===== config.mk =====
export PLATFORM = sky130hd
export DESIGN_NAME = riscv_dm_wb_slave
export DESIGN_NICKNAME = d
export VERILOG_FILES = /design/src/rtl/riscv_dm_wb_slave.sv
export SDC_FILE = /design/constraint.sdc
export NUM_CORES = 1
export LEC_CHECK = 0
export ABC_AREA = 1
export ABC_CLOCK_PERIOD_IN_PS = 1900
export BUFFER_PORTS_ARGS = -buffer_cell sky130_fd_sc_hd__buf_2
export CORE_MARGIN = 4
export CORE_UTILIZATION = 50
export DETAILED_ROUTE_END_ITERATION = 12
export PLACE_DENSITY = 0.8
export SETUP_SLACK_MARGIN = 0.02
export SYNTH_ARGS = -nofsm -noshare
export SYNTH_HDL_FRONTEND = slang
export SYNTH_SLANG_ARGS = --single-unit

===== constraint.sdc =====
create_clock -name clk -period 1.9 [get_ports clk]
set_clock_uncertainty 0.15 [all_clocks]
set_input_delay 0.095 -clock clk [delete_from_list [all_inputs] [get_ports clk]]
set_output_delay 0.095 -clock clk [all_outputs]
set_load 0.005 [all_outputs]

===== src/rtl/riscv_dm_wb_slave.sv =====
// Wishbone classic slave exposing a minimal RISC-V debug module register set and abstract GPR access.
// Optional DM_CMD_TIMEOUT_EN aborts an abstract command that gets no ar_ready_i within TIMEOUT_CYCLES.
`default_nettype none

module riscv_dm_wb_slave #(
    parameter int TIMEOUT_CYCLES = 1024
) (
    input  logic        clk,
    input  logic        rst_n,
    input  logic [31:0] addr_i,
    input  logic        we_i,
    input  logic [31:0] data_i,
    input  logic        cyc_i,
    input  logic        stb_i,
    output logic [31:0] data_o,
    output logic        ack_o,
    output logic        halt_req_o,
    output logic        resume_req_o,
    output logic        ndmreset_o,
    input  logic        halted_i,
    input  logic        running_i,
    output logic        ar_valid_o,
    output logic        ar_write_o,
    output logic [4:0]  ar_regno_o,
    output logic [31:0] ar_wdata_o,
    input  logic        ar_ready_i,
    input  logic [31:0] ar_rdata_i
);
    // state | meaning
    // IDLE  | no abstract command outstanding
    // ISSUE | ar_valid_o asserted, waiting for ar_ready_i (or timeout)
    typedef enum logic {
        IDLE  = 1'b0,
        ISSUE = 1'b1
    } state_e;

    localparam logic [6:0] ADDR_DATA0      = 7'h04;
    localparam logic [6:0] ADDR_DMCONTROL  = 7'h10;
    localparam logic [6:0] ADDR_DMSTATUS   = 7'h11;
    localparam logic [6:0] ADDR_ABSTRACTCS = 7'h16;
    localparam logic [6:0] ADDR_COMMAND    = 7'h17;

    state_e      state_q, state_d;
    logic        ack_q, ack_d;
    logic [31:0] data_o_q, data_o_d;
    logic [31:0] data0_q, data0_d;
    logic [2:0]  cmderr_q, cmderr_d;
    logic        dmactive_q, dmactive_d;
    logic        haltreq_q, haltreq_d;
    logic        ndmreset_q, ndmreset_d;
    logic        resume_pending_q, resume_pending_d;
    logic        resumeack_q, resumeack_d;
    logic        ar_write_q, ar_write_d;
    logic [4:0]  ar_regno_q, ar_regno_d;
    logic [31:0] ar_wdata_q, ar_wdata_d;

    logic        req;
    logic        busy;
    logic        cmd_bad;
    logic [6:0]  reg_addr;
    logic [31:0] rdata;

`ifdef DM_CMD_TIMEOUT_EN
    localparam int TW = $clog2(TIMEOUT_CYCLES) + 1;
    logic [TW-1:0] timer_q, timer_d;
    logic          unused_bits;
    assign unused_bits = ^addr_i[31:7];
`else
    logic          unused_bits;
    assign unused_bits = ^{addr_i[31:7], (TIMEOUT_CYCLES > 0)};
`endif

    assign req      = cyc_i & stb_i & ~ack_q;
    assign busy     = (state_q == ISSUE);
    assign reg_addr = addr_i[6:0];
    // Legal transfers target GPRs only: regno 0x1000..0x101F.
    assign cmd_bad  = (data_i[31:24] != 8'h00) || (data_i[22:20] != 3'd2) ||
                      (data_i[17] && (data_i[15:5] != 11'h080));

    always_comb begin
        rdata = 32'h0;
        case (reg_addr)
            ADDR_DATA0:      rdata = data0_q;
            ADDR_DMCONTROL:  rdata = {haltreq_q, 1'b0, 28'd0, ndmreset_q, dmactive_q};
            ADDR_DMSTATUS:   rdata = {14'd0, {2{resumeack_q}}, 4'd0, {2{running_i}},
                                      {2{halted_i}}, 1'b1, 3'd0, 4'd2};
            ADDR_ABSTRACTCS: rdata = {19'd0, busy, 1'b0, cmderr_q, 4'd0, 4'd1};
            default:         rdata = 32'h0;
        endcase
    end

    always_comb begin
        state_d          = state_q;
        ack_d            = req;
        data_o_d         = 32'h0;
        data0_d          = data0_q;
        cmderr_d         = cmderr_q;
        dmactive_d       = dmactive_q;
        haltreq_d        = haltreq_q;
        ndmreset_d       = ndmreset_q;
        resume_pending_d = resume_pending_q;
        resumeack_d      = resumeack_q;
        ar_write_d       = ar_write_q;
        ar_regno_d       = ar_regno_q;
        ar_wdata_d       = ar_wdata_q;
`ifdef DM_CMD_TIMEOUT_EN
        timer_d          = timer_q;
`endif

        if (resume_pending_q && running_i) begin
            resume_pending_d = 1'b0;
            resumeack_d      = 1'b1;
        end

        if (req && !we_i) begin
            data_o_d = rdata;
        end else if (req && we_i && !dmactive_q) begin
            if (reg_addr == ADDR_DMCONTROL) dmactive_d = data_i[0];
        end else if (req && we_i) begin
            case (reg_addr)
                ADDR_DATA0: begin
                    if (busy) cmderr_d = 3'd1;
                    else      data0_d  = data_i;
                end
                ADDR_DMCONTROL: begin
                    dmactive_d = data_i[0];
                    haltreq_d  = data_i[31];
                    ndmreset_d = data_i[1];
                    if (data_i[30] && !data_i[31]) begin
                        resume_pending_d = 1'b1;
                        resumeack_d      = 1'b0;
                    end
                end
                ADDR_ABSTRACTCS: cmderr_d = cmderr_q & ~data_i[10:8];
                ADDR_COMMAND: begin
                    if (cmderr_q == 3'd0) begin
                        if (busy)               cmderr_d = 3'd1;
                        else if (cmd_bad)       cmderr_d = 3'd2;
                        else if (!halted_i)     cmderr_d = 3'd4;
                        else if (data_i[17]) begin
                            state_d    = ISSUE;
                            ar_write_d = data_i[16];
                            ar_regno_d = data_i[4:0];
                            ar_wdata_d = data0_q;
`ifdef DM_CMD_TIMEOUT_EN
                            timer_d    = TW'(TIMEOUT_CYCLES - 1);
`endif
                        end
                    end
                end
                default: ;
            endcase
        end

        // Engine runs after the bus so a timeout error wins over a same-cycle cmderr write.
        if (state_q == ISSUE) begin
            if (ar_ready_i) begin
                state_d = IDLE;
                if (!ar_write_q) data0_d = ar_rdata_i;
            end
`ifdef DM_CMD_TIMEOUT_EN
            else if (timer_q == '0) begin
                state_d  = IDLE;
                cmderr_d = 3'd3;
            end else begin
                timer_d = timer_q - 1'b1;
            end
`endif
        end

        if (!dmactive_d) begin
            state_d          = IDLE;
            data0_d          = 32'h0;
            cmderr_d         = 3'd0;
            haltreq_d        = 1'b0;
            ndmreset_d       = 1'b0;
            resume_pending_d = 1'b0;
            resumeack_d      = 1'b0;
        end
    end

    always_ff @(posedge clk or negedge rst_n) begin
        if (!rst_n) begin
            state_q          <= IDLE;
            ack_q            <= 1'b0;
            data_o_q         <= 32'h0;
            data0_q          <= 32'h0;
            cmderr_q         <= 3'd0;
            dmactive_q       <= 1'b0;
            haltreq_q        <= 1'b0;
            ndmreset_q       <= 1'b0;
            resume_pending_q <= 1'b0;
            resumeack_q      <= 1'b0;
            ar_write_q       <= 1'b0;
            ar_regno_q       <= 5'd0;
            ar_wdata_q       <= 32'h0;
`ifdef DM_CMD_TIMEOUT_EN
            timer_q          <= '0;
`endif
        end else begin
            state_q          <= state_d;
            ack_q            <= ack_d;
            data_o_q         <= data_o_d;
            data0_q          <= data0_d;
            cmderr_q         <= cmderr_d;
            dmactive_q       <= dmactive_d;
            haltreq_q        <= haltreq_d;
            ndmreset_q       <= ndmreset_d;
            resume_pending_q <= resume_pending_d;
            resumeack_q      <= resumeack_d;
            ar_write_q       <= ar_write_d;
            ar_regno_q       <= ar_regno_d;
            ar_wdata_q       <= ar_wdata_d;
`ifdef DM_CMD_TIMEOUT_EN
            timer_q          <= timer_d;
`endif
        end
    end

    assign ack_o        = ack_q;
    assign data_o       = data_o_q;
    assign halt_req_o   = haltreq_q & dmactive_q;
    assign resume_req_o = resume_pending_q;
    assign ndmreset_o   = ndmreset_q;
    assign ar_valid_o   = (state_q == ISSUE);
    assign ar_write_o   = ar_write_q;
    assign ar_regno_o   = ar_regno_q;
    assign ar_wdata_o   = ar_wdata_q;

endmodule

`default_nettype wire

==> metrics.csv, run 1 <==
stage,metric,value,unit
drt,via total after detailed routing,5147,
yosys,Compound-Gate Fraction of Synth Area,0.163,
global_routing,number of global-route vias before repair,4897,
worst_setup_path,max incr delay on CP,0.43,ns
hold_path,Hold Path Class,input port to flip-flop,
yosys,asr flop ratio synth,1.00,
yosys,Synthesized Nets,698,
global_routing,grt met1 use,0.321,
final_layout,multi-input logic area,1790,µm²
drt,Routed Antenna Nets,0,
yosys,top post-synthesis cells by area,"dfrtp_1 56%, nand2_1 7.3%, inv_1 6.5%, o21ai_1 6.0%, o21ai_0 5.2%",
global_routing,largest net degree at the start of global routing,67,
final_layout,final net count,921,
clock_network,Worst-path clk slew,0.11,ns
sta,Worst Max-Slew Pin Slew,0.523,ns
clock_network,CTS sink cnt,112,
worst_setup_path,peak fanout along the critical path,16,
worst_setup_path,slowest CP cell,dfrtp_1,
pwr,Peak VDD IR,0.354,mV
global_routing,first-pass GRT wire length,23.5,mm
worst_setup_path,crit path launch,ack_o,
yosys,register area share after synthesis,0.562,
clock_network,CTS tree,done,
sta,max frequency,522,MHz
sta,Tcrit/Tclk final,1.01,
clock_network,Clock Latency Late Sink,0.37,ns
pwr,P per Cell Area,623,nW/µm²
sta,setup TNS,-0.0160,ns
final_layout,final instance area,7040,µm²
drt,Detailed Route WL,15.8,mm
worst_setup_path,Crit Path Category,flip-flop to flip-flop,
yosys,Synth Area in Adders,0,
clock_network,TritonCTS Buffers,9,
pwr,P_leak,3.59,nW
yosys,share of the synthesized area in the top cell type,0.562,
worst_setup_path,CP Capture Type,flip-flop,
yosys,Syn Area/Cell,8.40,µm²
sta,post-route setup slack,-0.0160,ns
yosys,Post-synth EDFFs,0,
floorplan,die area,11600,µm²
floorplan,Initial Utilization,0.513,
sta,Final Setup Violations,1,
clock_network,Root Driver,clkbuf_8,
yosys,"area leader, netlist",dfrtp_1,
floorplan,Die Wd,108,µm
yosys,Main synth FF type,dfrtp_1,
final_layout,layout cells sized above 1,0.264,
place,hpwl dp,9.59,mm
floorplan,IO Pins,179,
global_routing,initial antenna violation count,1,
sta,RSZ-0062 raised after global routing,true,
final_layout,fill cell count,705,
sta,Hold Fails Final Rpt,0,
yosys,post-synthesis simple-gate area fraction,0.174,
place,Placed Instance Area,5950,µm²
global_routing,met2 usage,0.430,
drt,initial DRC count,417,
sta,Slew headroom,0.650,
worst_setup_path,Critical Path RT,2.04,ns
hold_path,HP Start,data_i[15],
place,I/O Buffers,153,
global_routing,Tot GR Track Use,0.260,
floorplan,core region area,9730,µm²
status,violated checks,setup timing,
yosys,largest family of logic cells by synthesized area,simple AND/OR/NAND/NOR gates,
worst_setup_path,FF-to-FF End,data0_q[9],
worst_setup_path,CP Cell Sequence,"nor2_4, nand4_1, or2_4, buf_12, o21ai_1, a21oi_1, nor2_1",
floorplan,Std-Cell Rows,36,
drt,Residual DRC,0,
sta,Slew Limit Fails,0,
clock_network,# H-tree levels,3,
yosys,Ys Warns,0,
worst_setup_path,r2r setup slk,-0.02,ns
yosys,post-synthesis mux area share,0,
worst_setup_path,Worst setup SP type,flip-flop,
worst_setup_path,Worst Setup EP,data0_q[9],
worst_setup_path,R2R depth,7,
final_layout,register area,2800,µm²
yosys,Synth cell types,25,
drt,DR pass1 iterations,5,
yosys,synthesized cell area,4990,µm²
yosys,most common cell in the synthesized netlist,dfrtp_1,
yosys,Synth Area in XOR/XNOR,0,
flow_run,max cap viols,0,
place,GP Congestion,0.841,
global_routing,met3 usage,0.0324,
global_routing,grt ovf,0,
final_layout,P&R area growth vs syn,41.1,%
clock_network,maximum root-to-sink buffer count,2,
worst_setup_path,CP arrival,2.06,ns
global_routing,gr busiest metal,met2,
sta,Final min period,1.92,ns
yosys,Synth Instances,594,
floorplan,die height,108,µm
drt,drt via density,5.38,
drt,routed len/inst,16.6,µm
yosys,Commonest cells post-synth,"112 x dfrtp_1, 97 x nand2_1, 87 x inv_1",
yosys,"flops & latches, synth",112,
status,status,"complete, but fails checks",
worst_setup_path,worst r2r src,ack_o,
[cell type report]
| cell class | count | share of cell area |
|---|---|---|
| flip-flops and latches | 112 | 0.398 |
| clock buffers | 11 | 0.0201 |
| well taps | 133 | 0.0236 |
| repair buffers | 241 | 0.245 |
| diodes | 1 | 0.000355 |
| multi-input cells | 365 | 0.254 |
| inverters | 88 | 0.0469 |
| clock inverters | 5 | 0.0123 |
[per-stage QoR]
step | cells | hold WS (ns) | util | power (mW) | worst slack [ns]
floorplan | 594 | -0.351 | - | 2.50 | 0.284
global placement | 868 | -0.147 | 0.611 | 2.67 | 0.0830
detailed placement | 868 | -0.148 | 0.611 | 2.67 | 0.0216
CTS | 952 | 0.00505 | 0.705 | 4.36 | 0.0236
global route | 956 | 0.0107 | 0.724 | 4.52 | -0.128
finish | 956 | 0.0211 | 0.724 | 4.39 | -0.0160
[layer usage]
metal  wire length, µm  vias up
met1              5960     2408
met5                 0        -
met4               932        0
met3              1140       86
met2              7800      304
li1                  -     2349
[flip-flops by register name, indices dropped and copies added, names as in the netlist, 3 cells and up]
signal and flops:
ar_wdata_o 32, data0_q 32, data_o 32, ar_regno_o 5, cmderr_q 3
[cell families (layout without fill, tap and decap cells)]
family          after synthesis  count (layout)
simple gates                206             206
other cells                   0               1
flops                       112             112
buf+inv                     117             345
compound gates              159             159
[report_power, final]
part	internal [mW]	leakage [nW]	switching (mW)
registers	2.38	1.56	0.00248
logic	0.186	1.91	0.191
clock network	0.793	0.115	0.830
[cell usage in the layout, fill, tap and decap left out, types with 2 or more instances in the layout]
cell type,n
nor3_1,24
inv_1,87
o21ai_1,60
dfrtp_1,112
a21oi_1,41
o221ai_1,2
nor2_4,3
o21ai_2,3
nor2_1,56
dlygate4sd3_1,68
nor2_2,2
nand2_4,2
clkbuf_8,10
buf_2,152
buf_4,11
o21ai_0,47
o21ai_4,2
nand3_1,12
clkbuf_16,2
nand2_2,9
nand2_1,89
bufinv_16,2
buf_12,7
inv_6,2
nand4_1,4
[how the worst min path moves through the flow]
stage | to | slack [ns] | cells past startpoint
2_1_floorplan | ack_o | -0.35 | 0
3_3_place_gp | data_o[3] | -0.15 | 1
3_5_place_dp | data_o[3] | -0.15 | 1
4_1_cts | data_o[12] | 0.005 | 6
5_1_grt | data0_q[13] | 0.01 | 5
6_report | data0_q[15] | 0.02 | 5
[timing repair]
| item | in CTS | in global routing |
|---|---|---|
| resized for setup | 1 | 35 |
| endpoints found under the hold margin | 162 | 0 |
| cloned | 0 | 2 |
| hold buffers | 68 | 0 |
| setup buffers | 0 | 1 |
| pin swaps | 0 | 6 |
| endpoints found under the setup margin | 7 | 68 |
[worst max-delay path: cells and delay by family, from the launching register on]
family | cells | cell delay [ns]
flops | 1 | 0.43
buf+inv | 1 | 0.18
simple gates | 4 | 0.85
compound gates | 2 | 0.22
No activity file was read; power rests on OpenSTA's default activity.
==> run 2, diff against run 1 <==
--- a/config.mk
+++ b/config.mk
@@ -12,7 +12,7 @@
 export CORE_UTILIZATION = 50
 export DETAILED_ROUTE_END_ITERATION = 12
 export PLACE_DENSITY = 0.8
-export SETUP_SLACK_MARGIN = 0.02
+export SLEW_MARGIN = 25
 export SYNTH_ARGS = -nofsm -noshare
 export SYNTH_HDL_FRONTEND = slang
 export SYNTH_SLANG_ARGS = --single-unit
==> run 2 against run 1 <==
- via count shrank 2.8%
- cell count shrank 0.21%
- non-clock buffer count fell by 2
- sequential share of layout area rose by 0.49 points
- global-route usage stayed put
- critical path depth unchanged
- first-iteration DRC count decreased by 6.5%
- hold slack worse by 0.0054 ns
- the flow now finishes without violations
- fmax grew 1.1%
- worst setup slack improved by 0.021 ns
- largest power group unchanged
- total power down 0.26%
==> metrics.csv, run 2 (synthesis results as in run 1) <==
stage,metric,value,unit
worst_setup_path,Worst setup SP type,flip-flop,
clock_network,Clock Latency Late Sink,0.37,ns
drt,Detailed Route WL,15.3,mm
final_layout,final net count,919,
floorplan,core region area,9730,µm²
worst_setup_path,r2r setup slk,0.005,ns
worst_setup_path,CP arrival,2.04,ns
hold_path,hold path depth,5,
clock_network,TritonCTS Buffers,9,
final_layout,Finished Layout Cells,954,
clock_network,CTS tree,done,
hold_path,sink of the worst hold path,data0_q[15],
drt,Routed Antenna Nets,0,
sta,Slew headroom,0.641,
hold_path,HP Start,data_i[15],
worst_setup_path,FF-to-FF End,data0_q[9],
clock_network,Root Driver,clkbuf_8,
pwr,P per Cell Area,629,nW/µm²
final_layout,final instance area,6960,µm²
sta,Worst Max-Slew Pin Slew,0.536,ns
drt,DR pass1 iterations,5,
hold_path,Hold Path Class,input port to flip-flop,
clock_network,CTS sink cnt,112,
sta,max frequency,528,MHz
sta,RSZ-0062 raised after global routing,true,
drt,Residual DRC,0,
final_layout,"most common cell after layout, fill and taps aside",buf_2,
clock_network,# H-tree levels,3,
worst_setup_path,R2R depth,7,
final_layout,fill cell count,722,
drt,routed len/inst,16.0,µm
sta,Hold Fails Final Rpt,0,
sta,Tcrit/Tclk final,0.997,
worst_setup_path,Crit Path Category,flip-flop to flip-flop,
worst_setup_path,CP Cell Sequence,"nor2_4, nand4_1, or2_4, buf_12, o21ai_1, a21oi_1, nor2_1",
worst_setup_path,worst r2r src,ack_o,
floorplan,die height,108,µm
drt,via total after detailed routing,5003,
drt,initial DRC count,390,
flow_run,max cap viols,0,
global_routing,largest net degree at the start of global routing,67,
global_routing,grt ovf,0,
pwr,Total Power,4.37,mW
place,placed cells,868,
place,hpwl dp,9.59,mm
final_layout,register area,2800,µm²
worst_setup_path,Critical Path RT,2.04,ns
sta,Final min period,1.89,ns
pwr,Peak VDD IR,0.356,mV
floorplan,Die Wd,108,µm
final_layout,P&R area growth vs syn,39.4,%
clock_network,Worst-path clk slew,0.11,ns
final_layout,final core occ,0.715,
status,status,finished clean,
global_routing,number of global-route vias before repair,4897,
worst_setup_path,slowest CP cell,dfrtp_1,
global_routing,initial antenna violation count,1,
sta,Final Setup Violations,0,
final_layout,multi-input logic area,1760,µm²
sta,Slew Limit Fails,0,
final_layout,layout cells sized above 1,0.257,
worst_setup_path,CP Capture Type,flip-flop,
clock_network,maximum root-to-sink buffer count,2,
pwr,P_leak,3.55,nW
floorplan,IO Pins,179,
place,Placed Instance Area,5950,µm²
drt,drt via density,5.24,
worst_setup_path,peak fanout along the critical path,32,
floorplan,Std-Cell Rows,36,
place,GP Congestion,0.841,
global_routing,first-pass GRT wire length,23.5,mm
global_routing,Tot GR Track Use,0.260,
place,I/O Buffers,153,
floorplan,die area,11600,µm²
final_layout,most frequent cells in the layout,"152 x buf_2, 112 x dfrtp_1, 91 x nand2_1",
floorplan,Initial Utilization,0.513,
worst_setup_path,max incr delay on CP,0.43,ns
==> run 2: routing by layer <==
layer | wire [µm] | track usage
met5 | 0 | 0
met4 | 854 | 0.168
met3 | 977 | 0.0324
met2 | 7550 | 0.430
met1 | 5930 | 0.321
==> run 2: worst max-delay path, delay by kind of cell (launching register included) <==
kind | cells | cell delay (ns)
AND/OR/NAND/NOR | 4 | 0.82
flip-flops | 1 | 0.43
AO/OA/AOI/OAI | 2 | 0.23
buffers and inverters | 1 | 0.18
==> run 2: timing repair <==
item                       in CTS  in global routing
pin swaps                       0                  3
setup endpoints to repair       4                 60
hold buffers                   68                  0
gates resized for setup         1                 25
hold endpoints to repair      162                  0
setup buffers                   0                  1
cloned                          0                  0
==> run 2: worst max path at each step <==
stage          startpoint  slack [ns]              to
2_1_floorplan       ack_o        0.28      ar_write_o
3_3_place_gp        ack_o        0.08      data0_q[2]
3_5_place_dp        ack_o        0.02     data0_q[13]
4_1_cts             ack_o        0.02  ar_wdata_o[17]
5_1_grt             ack_o       -0.09      data0_q[9]
6_report            ack_o       0.005      data0_q[9]
==> run 2: per-stage QoR <==
step           setup slack [ns]  setup TNS (ns)  hold WS (ns)
6_report                0.00524               0        0.0157
5_1_grt                 -0.0942          -0.172        0.0150
4_1_cts                  0.0236               0       0.00505
3_5_place_dp             0.0216               0        -0.148
3_3_place_gp             0.0830               0        -0.147
2_1_floorplan             0.284               0        -0.351
==> run 2: cell type report <==
cell class | count | share of cell area
Clock buffer | 11 | 0.0203
Inverter | 88 | 0.0475
Sequential cell | 112 | 0.403
Antenna cell | 1 | 0.000360
Tap cell | 133 | 0.0239
Timing Repair Buffer | 239 | 0.240
Clock inverter | 5 | 0.0124
Multi-Input combinational cell | 365 | 0.252
==> run 2: power by group <==
| group | internal [mW] | switching [mW] | leakage, nW |
|---|---|---|---|
| combinational | 0.184 | 0.187 | 1.87 |
| sequential | 2.38 | 0.00247 | 1.56 |
| clock | 0.793 | 0.824 | 0.115 |
